### src/rtl/bird_sprite_drawer_if.sv
// Scan-side, ROM and output signals of the bird sprite drawer.
// The slave modport is the drawer's view. The master modport is the view of the surrounding video path and the ROM.
interface bird_sprite_drawer_if;
  logic [9:0]  x;
  logic [9:0]  y;
  logic        video_on;
  logic        hsync_in;
  logic        vsync_in;
  logic [11:0] bg_rgb;
  logic        pipe_px;
  logic        frame_tick;
  logic [9:0]  bird_y_in;
  logic [4:0]  rom_row;
  logic [4:0]  rom_col;
  logic [11:0] rom_pixel;
  logic [11:0] rgb_out;
  logic        hsync_out;
  logic        vsync_out;
  logic        collision;

  modport slave (
    input  x, y, video_on, hsync_in, vsync_in, bg_rgb, pipe_px,
    input  frame_tick, bird_y_in, rom_pixel,
    output rom_row, rom_col, rgb_out, hsync_out, vsync_out, collision
  );

  modport master (
    output x, y, video_on, hsync_in, vsync_in, bg_rgb, pipe_px,
    output frame_tick, bird_y_in, rom_pixel,
    input  rom_row, rom_col, rgb_out, hsync_out, vsync_out, collision
  );
endinterface

### src/rtl/bird_sprite_drawer.sv
// Composites the 24x24 bird sprite over the background through a fixed 3-clock pipeline.
// It also flags any bird/pipe overlap for each frame.
module bird_sprite_drawer #(
  parameter int          SPRITE_W  = 24,
  parameter int          SPRITE_H  = 24,
  parameter int          BIRD_X    = 160,
  parameter logic [11:0] KEY_COLOR = 12'hF0F,
  parameter int          RESET_Y   = 240
) (
  input  logic               clk,
  input  logic               reset,
  bird_sprite_drawer_if.slave bus
);

  localparam logic [10:0] X_LO  = 11'(BIRD_X);
  localparam logic [10:0] X_HI  = 11'(BIRD_X + SPRITE_W);
  localparam logic [10:0] H_EXT = 11'(SPRITE_H);
  localparam logic [4:0]  X_LO5 = X_LO[4:0];

  logic [9:0]  r_bird_y_lat;
  logic [4:0]  r_rom_row, r_rom_col;
  logic        r_hit1, r_von1, r_hs1, r_vs1, r_pipe1;
  logic [11:0] r_bg1;
  logic        r_hit2, r_von2, r_hs2, r_vs2, r_pipe2;
  logic [11:0] r_bg2;
  logic [11:0] r_rgb;
  logic        r_hs3, r_vs3, r_collision;

  logic [10:0] w_x11, w_y11, w_top11, w_bot11;
  logic        w_hit, w_opaque;
  logic [4:0]  w_row, w_col;

  // 11-bit compares so that bird_y_lat + SPRITE_H cannot wrap past row 1023.
  always_comb begin
    w_x11   = {1'b0, bus.x};
    w_y11   = {1'b0, bus.y};
    w_top11 = {1'b0, r_bird_y_lat};
    w_bot11 = w_top11 + H_EXT;
    w_hit   = bus.video_on && (w_x11 >= X_LO) && (w_x11 < X_HI) &&
              (w_y11 >= w_top11) && (w_y11 < w_bot11);
    // The low 5 bits of a difference depend only on the low 5 bits of its operands.
    w_row   = bus.y[4:0] - r_bird_y_lat[4:0];
    w_col   = bus.x[4:0] - X_LO5;
    w_opaque = r_hit2 && (bus.rom_pixel != KEY_COLOR);
  end

  // NOTE: every register in this block uses a non-blocking assignment.
  // All pipeline stages then sample the values that were present before the edge.
  always_ff @(posedge clk) begin
    if (reset) begin
      r_bird_y_lat <= 10'(RESET_Y);
      r_rom_row    <= '0;
      r_rom_col    <= '0;
      r_hit1       <= 1'b0;
      r_von1       <= 1'b0;
      r_hs1        <= 1'b1;
      r_vs1        <= 1'b1;
      r_pipe1      <= 1'b0;
      r_bg1        <= '0;
      r_hit2       <= 1'b0;
      r_von2       <= 1'b0;
      r_hs2        <= 1'b1;
      r_vs2        <= 1'b1;
      r_pipe2      <= 1'b0;
      r_bg2        <= '0;
      r_rgb        <= '0;
      r_hs3        <= 1'b1;
      r_vs3        <= 1'b1;
      r_collision  <= 1'b0;
    end else begin
      // The bird moves only during vertical blanking, so a frame never tears.
      if (bus.frame_tick) r_bird_y_lat <= bus.bird_y_in;

      r_rom_row <= w_hit ? w_row : 5'd0;
      r_rom_col <= w_hit ? w_col : 5'd0;
      r_hit1    <= w_hit;
      r_von1    <= bus.video_on;
      r_hs1     <= bus.hsync_in;
      r_vs1     <= bus.vsync_in;
      r_pipe1   <= bus.pipe_px;
      r_bg1     <= bus.bg_rgb;

      r_hit2    <= r_hit1;
      r_von2    <= r_von1;
      r_hs2     <= r_hs1;
      r_vs2     <= r_vs1;
      r_pipe2   <= r_pipe1;
      r_bg2     <= r_bg1;

      r_rgb     <= !r_von2 ? 12'h000 : (w_opaque ? bus.rom_pixel : r_bg2);
      r_hs3     <= r_hs2;
      r_vs3     <= r_vs2;

      // A set takes priority over a frame_tick clear on the same edge.
      if (w_opaque && r_pipe2)  r_collision <= 1'b1;
      else if (bus.frame_tick)  r_collision <= 1'b0;
    end
  end

  assign bus.rom_row   = r_rom_row;
  assign bus.rom_col   = r_rom_col;
  assign bus.rgb_out   = r_rgb;
  assign bus.hsync_out = r_hs3;
  assign bus.vsync_out = r_vs3;
  assign bus.collision = r_collision;

endmodule

### src/flat_wrapper.sv
// flat-port wrapper written by rule: the top's interface ports become plain ports
module bird_sprite_drawer_flat 
#(
  parameter int          SPRITE_W  = 24,
  parameter int          SPRITE_H  = 24,
  parameter int          BIRD_X    = 160,
  parameter logic [11:0] KEY_COLOR = 12'hF0F,
  parameter int          RESET_Y   = 240
)
  (clk, reset, bus_x, bus_y, bus_video_on, bus_hsync_in, bus_vsync_in, bus_bg_rgb, bus_pipe_px, bus_frame_tick, bus_bird_y_in, bus_rom_pixel, bus_rom_row, bus_rom_col, bus_rgb_out, bus_hsync_out, bus_vsync_out, bus_collision);
  bird_sprite_drawer_if bus_i ();
  input  logic clk;
  input  logic reset;
  input wire logic [$bits(bus_i.x)-1:0] bus_x;
  input wire logic [$bits(bus_i.y)-1:0] bus_y;
  input wire logic [$bits(bus_i.video_on)-1:0] bus_video_on;
  input wire logic [$bits(bus_i.hsync_in)-1:0] bus_hsync_in;
  input wire logic [$bits(bus_i.vsync_in)-1:0] bus_vsync_in;
  input wire logic [$bits(bus_i.bg_rgb)-1:0] bus_bg_rgb;
  input wire logic [$bits(bus_i.pipe_px)-1:0] bus_pipe_px;
  input wire logic [$bits(bus_i.frame_tick)-1:0] bus_frame_tick;
  input wire logic [$bits(bus_i.bird_y_in)-1:0] bus_bird_y_in;
  input wire logic [$bits(bus_i.rom_pixel)-1:0] bus_rom_pixel;
  output wire logic [$bits(bus_i.rom_row)-1:0] bus_rom_row;
  output wire logic [$bits(bus_i.rom_col)-1:0] bus_rom_col;
  output wire logic [$bits(bus_i.rgb_out)-1:0] bus_rgb_out;
  output wire logic [$bits(bus_i.hsync_out)-1:0] bus_hsync_out;
  output wire logic [$bits(bus_i.vsync_out)-1:0] bus_vsync_out;
  output wire logic [$bits(bus_i.collision)-1:0] bus_collision;
  assign bus_i.x = bus_x;
  assign bus_i.y = bus_y;
  assign bus_i.video_on = bus_video_on;
  assign bus_i.hsync_in = bus_hsync_in;
  assign bus_i.vsync_in = bus_vsync_in;
  assign bus_i.bg_rgb = bus_bg_rgb;
  assign bus_i.pipe_px = bus_pipe_px;
  assign bus_i.frame_tick = bus_frame_tick;
  assign bus_i.bird_y_in = bus_bird_y_in;
  assign bus_i.rom_pixel = bus_rom_pixel;
  assign bus_rom_row = bus_i.rom_row;
  assign bus_rom_col = bus_i.rom_col;
  assign bus_rgb_out = bus_i.rgb_out;
  assign bus_hsync_out = bus_i.hsync_out;
  assign bus_vsync_out = bus_i.vsync_out;
  assign bus_collision = bus_i.collision;
  bird_sprite_drawer #(.SPRITE_W(SPRITE_W), .SPRITE_H(SPRITE_H), .BIRD_X(BIRD_X), .KEY_COLOR(KEY_COLOR), .RESET_Y(RESET_Y)) u_core (.clk(clk), .reset(reset), .bus(bus_i));
endmodule
### config.mk
export PLATFORM = sky130hd
export DESIGN_NAME = bird_sprite_drawer_flat
export DESIGN_NICKNAME = d
export VERILOG_FILES = /design/src/rtl/bird_sprite_drawer_if.sv /design/src/rtl/bird_sprite_drawer.sv /design/src/flat_wrapper.sv
export SDC_FILE = /design/constraint.sdc
export NUM_CORES = 1
export LEC_CHECK = 0
export CORE_MARGIN = 1.5
export CORE_UTILIZATION = 35
export DETAILED_ROUTE_END_ITERATION = 8
export GPL_TIMING_DRIVEN = 0
export PLACE_DENSITY = 0.74
export SYNTH_ARGS = -nofsm -noshare
export SYNTH_HDL_FRONTEND = slang
export SYNTH_SLANG_ARGS = --single-unit
### constraint.sdc
create_clock -name clk -period 2.9 [get_ports clk]
set_clock_uncertainty 0.05 [all_clocks]
set_input_delay 0.435 -clock clk [delete_from_list [all_inputs] [get_ports clk]]
set_output_delay 0.435 -clock clk [all_outputs]
set_load 0.005 [all_outputs]
# Word-level counts from Yosys, hierarchy flattened
# Index checks and enable logic that the tools add are counted.
# op_classes
addsub	2
order_cmp	4
eq_ne	1
muxes	3
n_bitwise	2
n_reduce_logical	9
# ops
operator	n
two-way mux 12 bit	1
inequality test 12 bit, second input constant	1
adder 10 x 5 -> 11 bit, second input constant	1
< comparator 10 x 11 -> 1 bit	1
greater-or-equal comparator 10 bit	1
greater-or-equal comparator 10 x 8 -> 1 bit, second input constant	1
< comparator 10 x 8 -> 1 bit, second input constant	1
logical AND 1 bit	6
subtractor 5 bit	1
OR reduction 2 bit	2
two-way mux 1 bit	2
NOT 1 bit	2
nonzero test 2 bit	1
# word_totals
regBits	69
inputBits	61
output_inout_bits	25
elab_cells	40

# Longest topological paths before layout
# Gate-level depths: netlist (run 1).
# depth
depth_word	7
depth_mapped	10
mapped_depth_nobuf	9

# Worst setup path before layout (run 1)
# OpenSTA, ideal clock, no wires.
# synth_path
kind	flip-flop to flip-flop
from	reg u_core.r_bird_y_lat[3]
to	reg u_core.r_rom_col[1], in the netlist u_core.bus.rom_col[1]
setup_time_ns	0.103
arrival_time_ns	2.118
required_time_ns	2.747
path_slack_ns	0.628
path_stages_with_launch	10
n_path_buf	1
synth_period_minus_slack_ns	2.272
path_cell_list	dfxtp_1 > inv_1 > ha_1 > xor2_1 > ha_1 > a21o_1 > a211oi_1 > a2111oi_2 > buf_4 > a2111oi_2
# synth_between
elab_chain_cells	5
elab_cells_between_ends	7
cone_classes	add/sub: 1; order compare: 2; bitwise: 1; reduce/logical: 3
# synth_rtl
item	line_no	text
from (decl)	bird_sprite_drawer.sv:20	logic [9:0] r_bird_y_lat;
from (signal assigned)	bird_sprite_drawer.sv:51	r_bird_y_lat <= 10'(RESET_Y);
from (signal assigned)	bird_sprite_drawer.sv:72	if (bus.frame_tick) r_bird_y_lat <= bus.bird_y_in;
adder 10 x 5 -> 11 bit / greater-or-equal comparator 10 bit (equally long branches)	bird_sprite_drawer.sv:38, bird_sprite_drawer.sv:40	
< comparator 10 x 11 -> 1 bit / logical AND 1 bit (equally long branches)	bird_sprite_drawer.sv:40, bird_sprite_drawer.sv:39	
logical AND 1 bit (*)	bird_sprite_drawer.sv:40	(w_y11 >= w_top11) && (w_y11 < w_bot11);
NOT 1 bit (no line) (*)	n/a	
OR reduction 2 bit (no line) (*)	n/a	
to (signal assigned)	bird_sprite_drawer.sv:75	r_rom_col <= w_hit ? w_col : 5'd0;
to (decl)	bird_sprite_drawer.sv:21	logic [4:0] r_rom_row, r_rom_col;
# Mark *: on every way between the ends. The rest lies on a longest branch, timed or not.
# A chain may end at the register's enable or synchronous reset.

# Worst setup path in the final report (run 1)
# layout_path
from	reg u_core.r_bird_y_lat[3]
to	reg u_core.r_rom_col[2], in the netlist u_core.bus.rom_col[2]
# Same word-level chain as after synthesis.

==> results of run 1 <==
==> metrics by stage <==
step	util	power, uW	setup slack (ns)
6_report	0.513	2050	0.391
5_1_grt	0.513	2150	0.240
4_1_cts	0.513	2070	0.356
3_5_place_dp	0.487	1300	0.121
3_3_place_gp	0.487	1290	0.139
2_1_floorplan	-	1170	0.628
==> final cells by class <==
type / instances / share of cell area
timing repair buffer: 84 / 0.212
clock inverter: 5 / 0.0151
clock buffer: 11 / 0.0356
inverter: 19 / 0.0180
tap: 102 / 0.0322
buffer: 12 / 0.0155
sequential: 69 / 0.348
multi-input combinational: 165 / 0.324
==> power by group <==
part	leakage [uW]	total, uW	switching [uW]	internal, uW
Clock	0.0000995	773	351	422
Combinational	0.000947	284	128	156
Sequential	0.000566	993	14.0	979
==> routing by layer <==
| layer | up-vias | part of all wire | GRT usage |
|---|---|---|---|
| met5 | - | 0 | 0 |
| met1 | 914 | 0.45 | 0.176 |
| met3 | 11 | 0.047 | 0.0353 |
| li1 | 1088 | - | - |
| met2 | 59 | 0.48 | 0.253 |
| met4 | 0 | 0.022 | 0.0769 |
==> state kept, by name (all words and copies together), names as in the netlist, 5 cells and up <==
name,count
u_core.bus.rgb_out,12
u_core.r_bg1,12
u_core.r_bg2,12
u_core.r_bird_y_lat,10
u_core.bus.rom_col,5
u_core.bus.rom_row,5
==> cell families (layout without fill, tap and decap cells) <==
group / count (synthesis) / in the layout / share of synthesized area
flops: 69 / 69 / 0.494
buf+inv: 31 / 131 / 0.0474
xor+xnor: 8 / 8 / 0.0250
compound gates: 40 / 40 / 0.134
simple gates: 83 / 83 / 0.158
mux: 15 / 15 / 0.0537
fa+ha+maj: 19 / 19 / 0.0877
==> worst max-delay path, cell delays in order, from the launching register on <==
cell	delay, ns
dfxtp_1	0.41
inv_1	0.11
ha_1	0.25
xor2_1	0.16
ha_1	0.29
a21o_1	0.17
a211oi_1	0.29
a2111oi_2	0.13
buf_4	0.21
a2111oi_2	0.33
==> worst max-delay path by stage <==
| stage | start | endpoint | slack [ns] | cells after the start |
|---|---|---|---|---|
| final | u_core.r_bird_y_lat[3] | u_core.bus.rom_col[2] | 0.39 | 9 |
| after global routing | u_core.r_bird_y_lat[3] | u_core.bus.rom_row[3] | 0.24 | 9 |
| after CTS | u_core.r_bird_y_lat[3] | u_core.bus.rom_row[3] | 0.36 | 8 |
| after detailed placement | bus_y[0] | u_core.bus.rom_row[4] | 0.12 | 9 |
| after global placement | bus_y[0] | u_core.bus.rom_row[4] | 0.14 | 9 |
| after floorplan | u_core.r_bird_y_lat[3] | u_core.bus.rom_col[1] | 0.63 | 9 |
==> Yosys cell counts, drive strengths merged <==
master,count,area (sq um)
dfxtp,69,1380
o21bai,1,7.51
a21oi,9,45.0
o2111ai,2,17.5
nand2,15,56.3
or3,1,6.26
nand2b,1,6.26
o211ai,4,30.0
nand4bb,1,11.3
o21a,1,7.51
mux2i,15,150
a2111oi,11,171
a21o,3,22.5
buf,4,31.3
nand3,1,5.00
inv,19,71.3
xnor2,5,43.8
nor2,22,82.6
xor2,3,26.3
ha,18,225
a2bb2oi,1,8.76
a211oi,5,42.5
nor2b,29,181
nand4,3,25.0
clkbuf,8,30.0
nand4b,2,17.5
o31ai,1,12.5
and3b,1,8.76
or2,6,37.5
fa,1,20.0
nor3,1,5.00
o21ai,2,10.0
==> summary.txt, run 1 <==
Status
  – Outcome: completed

Finish
  – Nets: 440
  – Commonest non-fill, non-tap cells in the layout: 84 x clkdlybuf4s50_1, 69 x dfxtp_1, 29 x nor2b_1, 22 x nor2_1, 19 x inv_1
  – Final Cell Area: 3970 sq um
  – Share of cells above drive strength 1: 0.104
  – Antenna cells: 0
  – Multi-input logic area: 1280 sq um
  – Fill cell count: 679
  – Commonest non-fill, non-tap cell in the layout: clkdlybuf4s50_1
  – Synth-to-layout area growth: 41.8%
  – Sequential cell area: 1380 sq um
  – Post-Layout Cell Count: 467

Critical path
  – Max Fanout on Critical Path: 10
  – FF-to-FF End: u_core.bus.rom_col[2]
  – Worst Path Required: 3.08 ns
  – Setup CP Type: register to register
  – Reg2Reg Depth: 9
  – Type of origin of the critical path: register
  – R2R Path Start: u_core.r_bird_y_lat[3]
  – Crit path DAT: 2.69 ns
  – Slack of the worst reg-to-reg path: 0.39 ns
  – CP Capture Type: register

Floorplanning
  – Die ar.: 8540 sq um
  – FP Rows: 32
  – Core footprint: 7730 sq um
  – Die H: 92.4 microns
  – Initial core utilization: 0.362
  – # IOs: 86
  – Die X: 92.4 microns

Hold path
  – Min-Delay Path Depth: 1
  – Worst Hold End: u_core.r_vs2
  – Hold_sp: u_core.r_vs1
  – Hold/Removal Path Class: register to register

STA
  – Count of final setup violators: 0
  – RSZ-0062 raised after global routing: no
  – Final slew viol count: 0
  – Post-route clock period utilization: 0.865
  – Tmin final: 2.51 ns
  – Setup_tns: 0 ns
  – Slew Limit Headroom: 0.527
  – Fin. Hold Viols: 0
  – Fmax: 399 MHz
  – WHS: 0.361 ns
  – Transition time of the tightest slew-check pin: 0.709 ns

Pwr
  – Worst vdd ir: 0.320 mV
  – Pwr Density: 517 nW/um^2
  – Leak: 0.00161 uW

Detailed routing
  – Routed vias/inst: 4.44
  – Post-route DRC violation count: 0
  – ANT nets after route: 0
  – Routed wire length: 6.01 mm
  – Wirelength per Cell: 12.9 microns
  – Drt pass-1 iters: 4
  – DR vias: 2072
  – Iter 0 DRT Violations: 54

Yosys
  – Post-Synthesis Cell Area: 2800 sq um
  – Syn Inst Count: 265
  – Yosys cell types: 38
  – Post-Syn Nets: 345
  – Seq cells post-synth: 69
  – Post-synthesis area per instance: 10.6 sq um
  – Seq/Total Area, Yosys: 0.494
  – Warnings from Yosys: 0

CTS
  – Clock Sinks: 69
  – Root buf cell: clkbuf_8
  – Clk buf depth: 2
  – Worst skew pair latency: 0.34 ns
  – CTS clk-pin slew, worst paths: 0.07 ns
  – H-Tree Level Count: 3
  – Post-cts resize count: 0
  – Post-CTS setup repair buffer count: 0
  – CTS Buf Count: 9
  – CTS Hold Bufs: 0
  – CTS tree: built

GRT
  – Initial antenna violation count: 0
  – First-pass GRT wire length: 9.94 mm
  – Vias in the first global route: 2160
  – GRT Util Overall: 0.150
  – Grt ovf: 0
  – Largest net degree at the start of global routing: 13

Flow run
  – Total of max-cap violations: 0

Placed design
  – GPL Wtd Cong: 0.800
  – Area after DPL: 3770 sq um
  – Dpl cells: 451
  – Post-DP HPWL: 4.62 mm
  – Port buffer count: 84
Power figures use the tool's default switching activity.
==> inputs of run 2 (changes only) <==
--- a/config.mk
+++ b/config.mk
@@ -7,9 +7,10 @@
 export LEC_CHECK = 0
 export CORE_MARGIN = 1.5
 export CORE_UTILIZATION = 35
+export CTS_BUF_LIST = sky130_fd_sc_hd__clkbuf_16
 export DETAILED_ROUTE_END_ITERATION = 8
 export GPL_TIMING_DRIVEN = 0
-export PLACE_DENSITY = 0.74
+export PLACE_DENSITY = 0.76
 export SYNTH_ARGS = -nofsm -noshare
 export SYNTH_HDL_FRONTEND = slang
 export SYNTH_SLANG_ARGS = --single-unit
==> constraint.sdc (replaced) <==
create_clock -name clk -period 2.28 [get_ports clk]
set_clock_uncertainty 0.05 [all_clocks]
set_input_delay 0.342 -clock clk [delete_from_list [all_inputs] [get_ports clk]]
set_output_delay 0.342 -clock clk [all_outputs]
set_load 0.005 [all_outputs]
==> run 2 against run 1 <==
  * Cell area is 9.4% higher
  * Core utilization up 4.8 points
  * Sequential power is 28% higher
  * Power grew 50%
  * First-iteration DRC count did not move
  * Clock-buffer cell count is 2 lower
  * Largest power group is now clock
==> summary.txt, run 2 (synthesis gave the netlist of run 1 again) <==
Critical path
  – Type of origin of the critical path: primary input (was register)
  – Reg2Reg Depth: 9 (unchanged)
  – FF-to-FF End: u_core.bus.rom_col[1] (was u_core.bus.rom_col[2])
  – Worst Path Required: 2.42 ns (was 3.08 ns)
  – Max Fanout on Critical Path: 10 (unchanged)
  – CP Capture Type: register (unchanged)
  – Critical Path End: u_core.bus.rom_col[1] (was u_core.bus.rom_col[2])
  – R2R Path Start: u_core.r_bird_y_lat[4] (was u_core.r_bird_y_lat[3])
  – Crit path DAT: 2.38 ns (was 2.69 ns)
  – Setup CP Type: primary input to register (was register to register)
  – CP startpoint: bus_y[7] (was u_core.r_bird_y_lat[3])
  – Slack of the worst reg-to-reg path: 0.06 ns (was 0.39 ns)

Floorplanning
  – Die H: 92.4 microns (unchanged)
  – FP Rows: 32 (unchanged)
  – Die ar.: 8540 sq um (unchanged)
  – Core footprint: 7730 sq um (unchanged)
  – Initial core utilization: 0.362 (unchanged)
  – Die X: 92.4 microns (unchanged)
  – # IOs: 86 (unchanged)

STA
  – RSZ-0062 raised after global routing: yes (was no)
  – Final slew viol count: 0 (unchanged)
  – Slew Limit Headroom: 0.621 (was 0.527)
  – Transition time of the tightest slew-check pin: 0.566 ns (was 0.709 ns)
  – Post-route clock period utilization: 0.985
  – Fin. Hold Viols: 0 (unchanged)
  – Count of final setup violators: 0 (unchanged)
  – Tmin final: 2.25 ns
  – Fmax: 445 MHz
  – WHS: 0.363 ns (was 0.361 ns)

Detailed routing
  – ANT nets after route: 0 (unchanged)
  – Iter 0 DRT Violations: 54 (unchanged)
  – DR vias: 2190 (was 2072)
  – Routed wire length: 6.76 mm (was 6.01 mm)
  – Post-route DRC violation count: 0 (unchanged)
  – Routed vias/inst: 4.62 (was 4.44)
  – Wirelength per Cell: 14.3 microns (was 12.9 microns)
  – Drt pass-1 iters: 5 (was 4)

CTS
  – CTS Buf Count: 9 (unchanged)
  – H-Tree Level Count: 3 (unchanged)
  – CTS tree: built (unchanged)
  – CTS Hold Bufs: 0 (unchanged)
  – Root buf cell: clkbuf_16 (was clkbuf_8)
  – Worst skew pair latency: 0.32 ns (was 0.34 ns)
  – CTS clk-pin slew, worst paths: 0.06 ns (was 0.07 ns)
  – Clock Sinks: 69 (unchanged)
  – Clk buf depth: 2 (unchanged)

GRT
  – Vias in the first global route: 2238 (was 2160)
  – Initial antenna violation count: 0 (unchanged)
  – GRT Util Overall: 0.157 (was 0.150)
  – Largest net degree at the start of global routing: 14 (was 13)
  – First-pass GRT wire length: 10.3 mm (was 9.94 mm)
  – Grt ovf: 0 (unchanged)

Pwr
  – Pwr Density: 710 nW/um^2 (was 517 nW/um^2)
  – Leak: 0.00171 uW (was 0.00161 uW)
  – Worst vdd ir: 0.479 mV (was 0.320 mV)

Flow run
  – Total of max-cap violations: 0 (unchanged)

Finish
  – Commonest non-fill, non-tap cells in the layout: 84 x clkdlybuf4s50_1, 66 x dfxtp_1, 29 x nor2b_1, 22 x nor2_1, 18 x inv_1 (was 84 x clkdlybuf4s50_1, 69 x dfxtp_1, 29 x nor2b_1, 22 x nor2_1, 19 x inv_1)
  – Synth-to-layout area growth: 55.1% (was 41.8%)
  – Antenna cells: 0 (unchanged)
  – Final Cell Area: 4340 sq um (was 3970 sq um)
  – Nets: 447 (was 440)
  – Commonest non-fill, non-tap cell in the layout: clkdlybuf4s50_1 (unchanged)
  – Share of cells above drive strength 1: 0.169 (was 0.104)

Status
  – Outcome: completed (unchanged)

Placed design
  – Area after DPL: 3770 sq um (unchanged)
  – Post-DP HPWL: 4.77 mm (was 4.62 mm)
  – GPL Wtd Cong: 0.851 (was 0.800)
  – Port buffer count: 84 (unchanged)

Hold path
  – Hold/Removal Path Class: register to register (unchanged)
## run 2: area by class of cell
cell class,instances,area [sq um]
buffer,12,68.8
clock buffer,9,225
clock inverter,7,77.6
fill,662,3390
inverter,19,76.3
multi-input combinational,165,1480
sequential,69,1390
tap,102,128
timing repair buffer,91,901
## run 2: per-stage QoR
stage	worst slack (ns)	total power (uW)	utilization	setup TNS (ns)	instances
4_1_cts	-0.00612	3040	0.537	-0.0232	468
6_report	0.0333	3080	0.562	0	474
2_1_floorplan	0.00839	1490	-	0	265
5_1_grt	-0.0672	3210	0.562	-0.281	474
3_5_place_dp	-0.405	1650	0.487	-4.03	451
3_3_place_gp	-0.363	1640	0.487	-3.82	451
## run 2: power breakdown
part,internal (uW),switching (uW)
logic,230,209
clock network,851,524
registers,1250,19.8
## run 2: worst min-delay path by stage
stage                  from  slack (ns)                    to  cells past startpoint
2_1_floorplan  u_core.r_hs2        0.34  u_core.bus.hsync_out                      1
3_3_place_gp   u_core.r_hs1        0.34          u_core.r_hs2                      1
3_5_place_dp   u_core.r_vs1        0.35          u_core.r_vs2                      1
4_1_cts        u_core.r_vs1        0.36          u_core.r_vs2                      1
5_1_grt        u_core.r_vs1        0.38          u_core.r_vs2                      1
6_report       u_core.r_vs1        0.36          u_core.r_vs2                      1
## run 2: critical path, stage by stage
cell	delay, ns
clkdlybuf4s50_1	0.47
ha_1	0.34
a21oi_1	0.13
nor2_1	0.05
a211oi_1	0.40
buf_2	0.51
a2111oi_4	0.14
## run 2: routing by layer
| layer | track usage | part of all wire | vias to the layer above |
|---|---|---|---|
| li1 | - | - | 1105 |
| met1 | 0.189 | 0.43 | 1015 |
| met2 | 0.256 | 0.51 | 56 |
| met3 | 0.0419 | 0.037 | 14 |
| met4 | 0.0808 | 0.027 | 0 |
| met5 | 0 | 0 | - |
## run 2: what timing repair did
action	4_1_cts	5_1_grt
endpoints found under the setup margin	11	11
buffers inserted	0	4
hold endpoints to repair	0	0
pin swaps	4	19
cloned	1	2
resized for setup	21	30
==> inputs of run 3 (changes only) <==
--- a/config.mk
+++ b/config.mk
@@ -5,6 +5,7 @@
 export SDC_FILE = /design/constraint.sdc
 export NUM_CORES = 1
 export LEC_CHECK = 0
+export CORE_ASPECT_RATIO = 0.9
 export CORE_MARGIN = 1.5
 export CORE_UTILIZATION = 35
 export CTS_BUF_LIST = sky130_fd_sc_hd__clkbuf_16
==> run 3 against run 2 <==
  * Clock-buffer cell count is the same
  * First-iteration DRC count shrank 35%
  * Wire length shrank 1.9%
  * Hold slack lost 0.0047 ns
  * Non-clock buffer count shrank 3
  * Setup slack gained 0.0043 ns
  * Power shrank 0.50%
  * Sequential share of layout area grew 0.31 points
  * Die area is essentially flat
  * Cell count shrank 1.9%
  * Register-to-register slack lost 0.02 ns
  * Combinational power shrank 2%
==> summary.txt, run 3 (synthesis gave the netlist of run 1 again) <==
GRT
  – Largest net degree at the start of global routing: 14 (unchanged)
  – First-pass GRT wire length: 10.5 mm (was 10.3 mm)
  – Grt ovf: 0 (unchanged)
  – Vias in the first global route: 2262 (was 2238)
  – Initial antenna violation count: 0 (unchanged)
  – GRT Util Overall: 0.158 (was 0.157)

Finish
  – Final core occ: 0.561 (was 0.562)
  – Commonest non-fill, non-tap cells in the layout: 84 x clkdlybuf4s50_1, 66 x dfxtp_1, 29 x nor2b_1, 22 x nor2_1, 18 x inv_1 (unchanged)
  – Nets: 444 (was 447)
  – Multi-input logic area: 1470 sq um (was 1480 sq um)
  – Fill cell count: 677 (was 662)
  – Antenna cells: 0 (unchanged)
  – Synth-to-layout area growth: 53.6% (was 55.1%)
  – Share of cells above drive strength 1: 0.160 (was 0.169)
  – Commonest non-fill, non-tap cell in the layout: clkdlybuf4s50_1 (unchanged)
  – Sequential cell area: 1390 sq um (unchanged)

Detailed routing
  – Post-route DRC violation count: 0 (unchanged)
  – Routed vias/inst: 4.57 (was 4.62)
  – Iter 0 DRT Violations: 35 (was 54)
  – ANT nets after route: 0 (unchanged)
  – Drt pass-1 iters: 4 (was 5)
  – DR vias: 2127 (was 2190)
  – Wirelength per Cell: 14.3 microns (about the same)
  – Routed wire length: 6.63 mm (was 6.76 mm)

STA
  – Fmax: 446 MHz (was 445 MHz)
  – Count of final setup violators: 0 (unchanged)
  – Fin. Hold Viols: 0 (unchanged)
  – Transition time of the tightest slew-check pin: 0.487 ns (was 0.566 ns)
  – Slew Limit Headroom: 0.675 (was 0.621)
  – Final WS setup: 0.0376 ns (was 0.0333 ns)
  – Final slew viol count: 0 (unchanged)
  – Tmin final: 2.24 ns (was 2.25 ns)
  – Setup_tns: 0 ns (unchanged)
  – Post-route clock period utilization: 0.983 (was 0.985)
  – RSZ-0062 raised after global routing: yes (unchanged)

Floorplanning
  – FP Rows: 30 (was 32)
  – Core footprint: 7660 sq um (was 7730 sq um)
  – Die ar.: 8540 sq um (about the same)
  – Die X: 97.2 microns (was 92.4 microns)
  – Initial core utilization: 0.365 (was 0.362)
  – Die H: 87.8 microns (was 92.4 microns)
  – # IOs: 86 (unchanged)

CTS
  – Worst skew pair latency: 0.32 ns (about the same)
  – CTS Buf Count: 9 (unchanged)
  – CTS clk-pin slew, worst paths: 0.06 ns (about the same)
  – H-Tree Level Count: 3 (unchanged)
  – CTS tree: built (unchanged)
  – Clk buf depth: 2 (unchanged)
  – Root buf cell: clkbuf_16 (unchanged)
  – Clock Sinks: 69 (unchanged)

Critical path
  – Slowest library cell on the worst path: a2111oi_1 (was buf_2)
  – Buf/Inv on CP: 1 (was 2)
  – CP Capture Type: register (unchanged)
  – Crit path DAT: 2.39 ns (was 2.38 ns)
  – Worst Path Required: 2.43 ns (was 2.42 ns)
  – Max stage delay on crit path: 0.40 ns (was 0.51 ns)
  – Type of origin of the critical path: register (was primary input)
  – Max Fanout on Critical Path: 5 (was 10)
  – Reg2Reg Depth: 8 (was 9)
  – Setup CP Type: register to register (was primary input to register)
  – Number of cells on the critical path: 8 (was 7)
  – Delay-heaviest family, CP: compound AO/OA/AOI/OAI gates (was buffers and inverters)
  – Crit path cell chain: inv_4 > ha_4 > xor2_2 > ha_2 > a21o_1 > a211oi_4 > a2111oi_4 > a2111oi_1 (was clkdlybuf4s50_1 > ha_1 > a21oi_1 > nor2_1 > a211oi_1 > buf_2 > a2111oi_4)

Hold path
  – Hold/Removal Path Class: register to register (unchanged)
  – Min-Delay Path Depth: 1 (unchanged)

Placed design
  – Post-DP HPWL: 4.87 mm (was 4.77 mm)
  – Port buffer count: 84 (unchanged)
  – Placement Setup Slack: -0.435 ns (was -0.405 ns)
  – GPL Wtd Cong: 0.827 (was 0.851)

Status
  – Outcome: completed (unchanged)

Pwr
  – Leak: 0.00170 uW (was 0.00171 uW)
  – Worst vdd ir: 0.440 mV (was 0.479 mV)
  – Pwr Density: 713 nW/um^2 (was 710 nW/um^2)
  – Pwr Total: 3070 uW (was 3080 uW)

Flow run
  – Total of max-cap violations: 0 (unchanged)
run 3: changes by cell type in the layout (fill, tap and decap cells not counted), sizes merged:
cell and change:
buf -4, clkbuf +1, inv +3, clkinv -3
run 3: per-layer routing:
metal,vias up,global-route usage,wire length (microns)
li1,1100,-,-
met1,965,0.188,3020
met2,53,0.271,3230
met3,9,0.0511,305
met4,0,0.0558,82
met5,-,0,0
run 3: final timing paths:
path	from	slack, ns	end
worst min-delay path	u_core.r_vs1	0.36	u_core.r_vs2
worst max-delay path	u_core.r_bird_y_lat[3]	0.04	u_core.bus.rom_row[3]
worst min register to register	u_core.r_vs1	0.36	u_core.r_vs2
worst max register to register	u_core.r_bird_y_lat[3]	0.04	u_core.bus.rom_row[3]
run 3: cell type report:
class,count,share of cell area
multi-input combinational,165,0.341
sequential,69,0.323
timing repair buffer,88,0.204
clock buffer,9,0.0524
tap,96,0.0279
inverter,19,0.0178
clock inverter,7,0.0169
buffer,12,0.0166
run 3: timing repair:
item                       CTS  global route
pin swaps                    3            18
hold buffers                 0             0
buffers inserted             0             1
setup endpoints to repair   11            11
resized for setup           18            33
cloned                       2             1
run 3: report_power, final:
part	internal, uW	leakage, uW	total, uW	switching (uW)
Combinational	226	0.000980	431	205
Sequential	1250	0.000566	1270	20.6
Clock	852	0.000150	1370	516
run 3: per-stage QoR:
step           instances  hold slack [ns]  cell area, sq um
3_5_place_dp         445            0.346              3760
6_report             465            0.358              4300
4_1_cts              463            0.360              4120
2_1_floorplan        265            0.339              2800
5_1_grt              465            0.377              4300
3_3_place_gp         445            0.344              3760
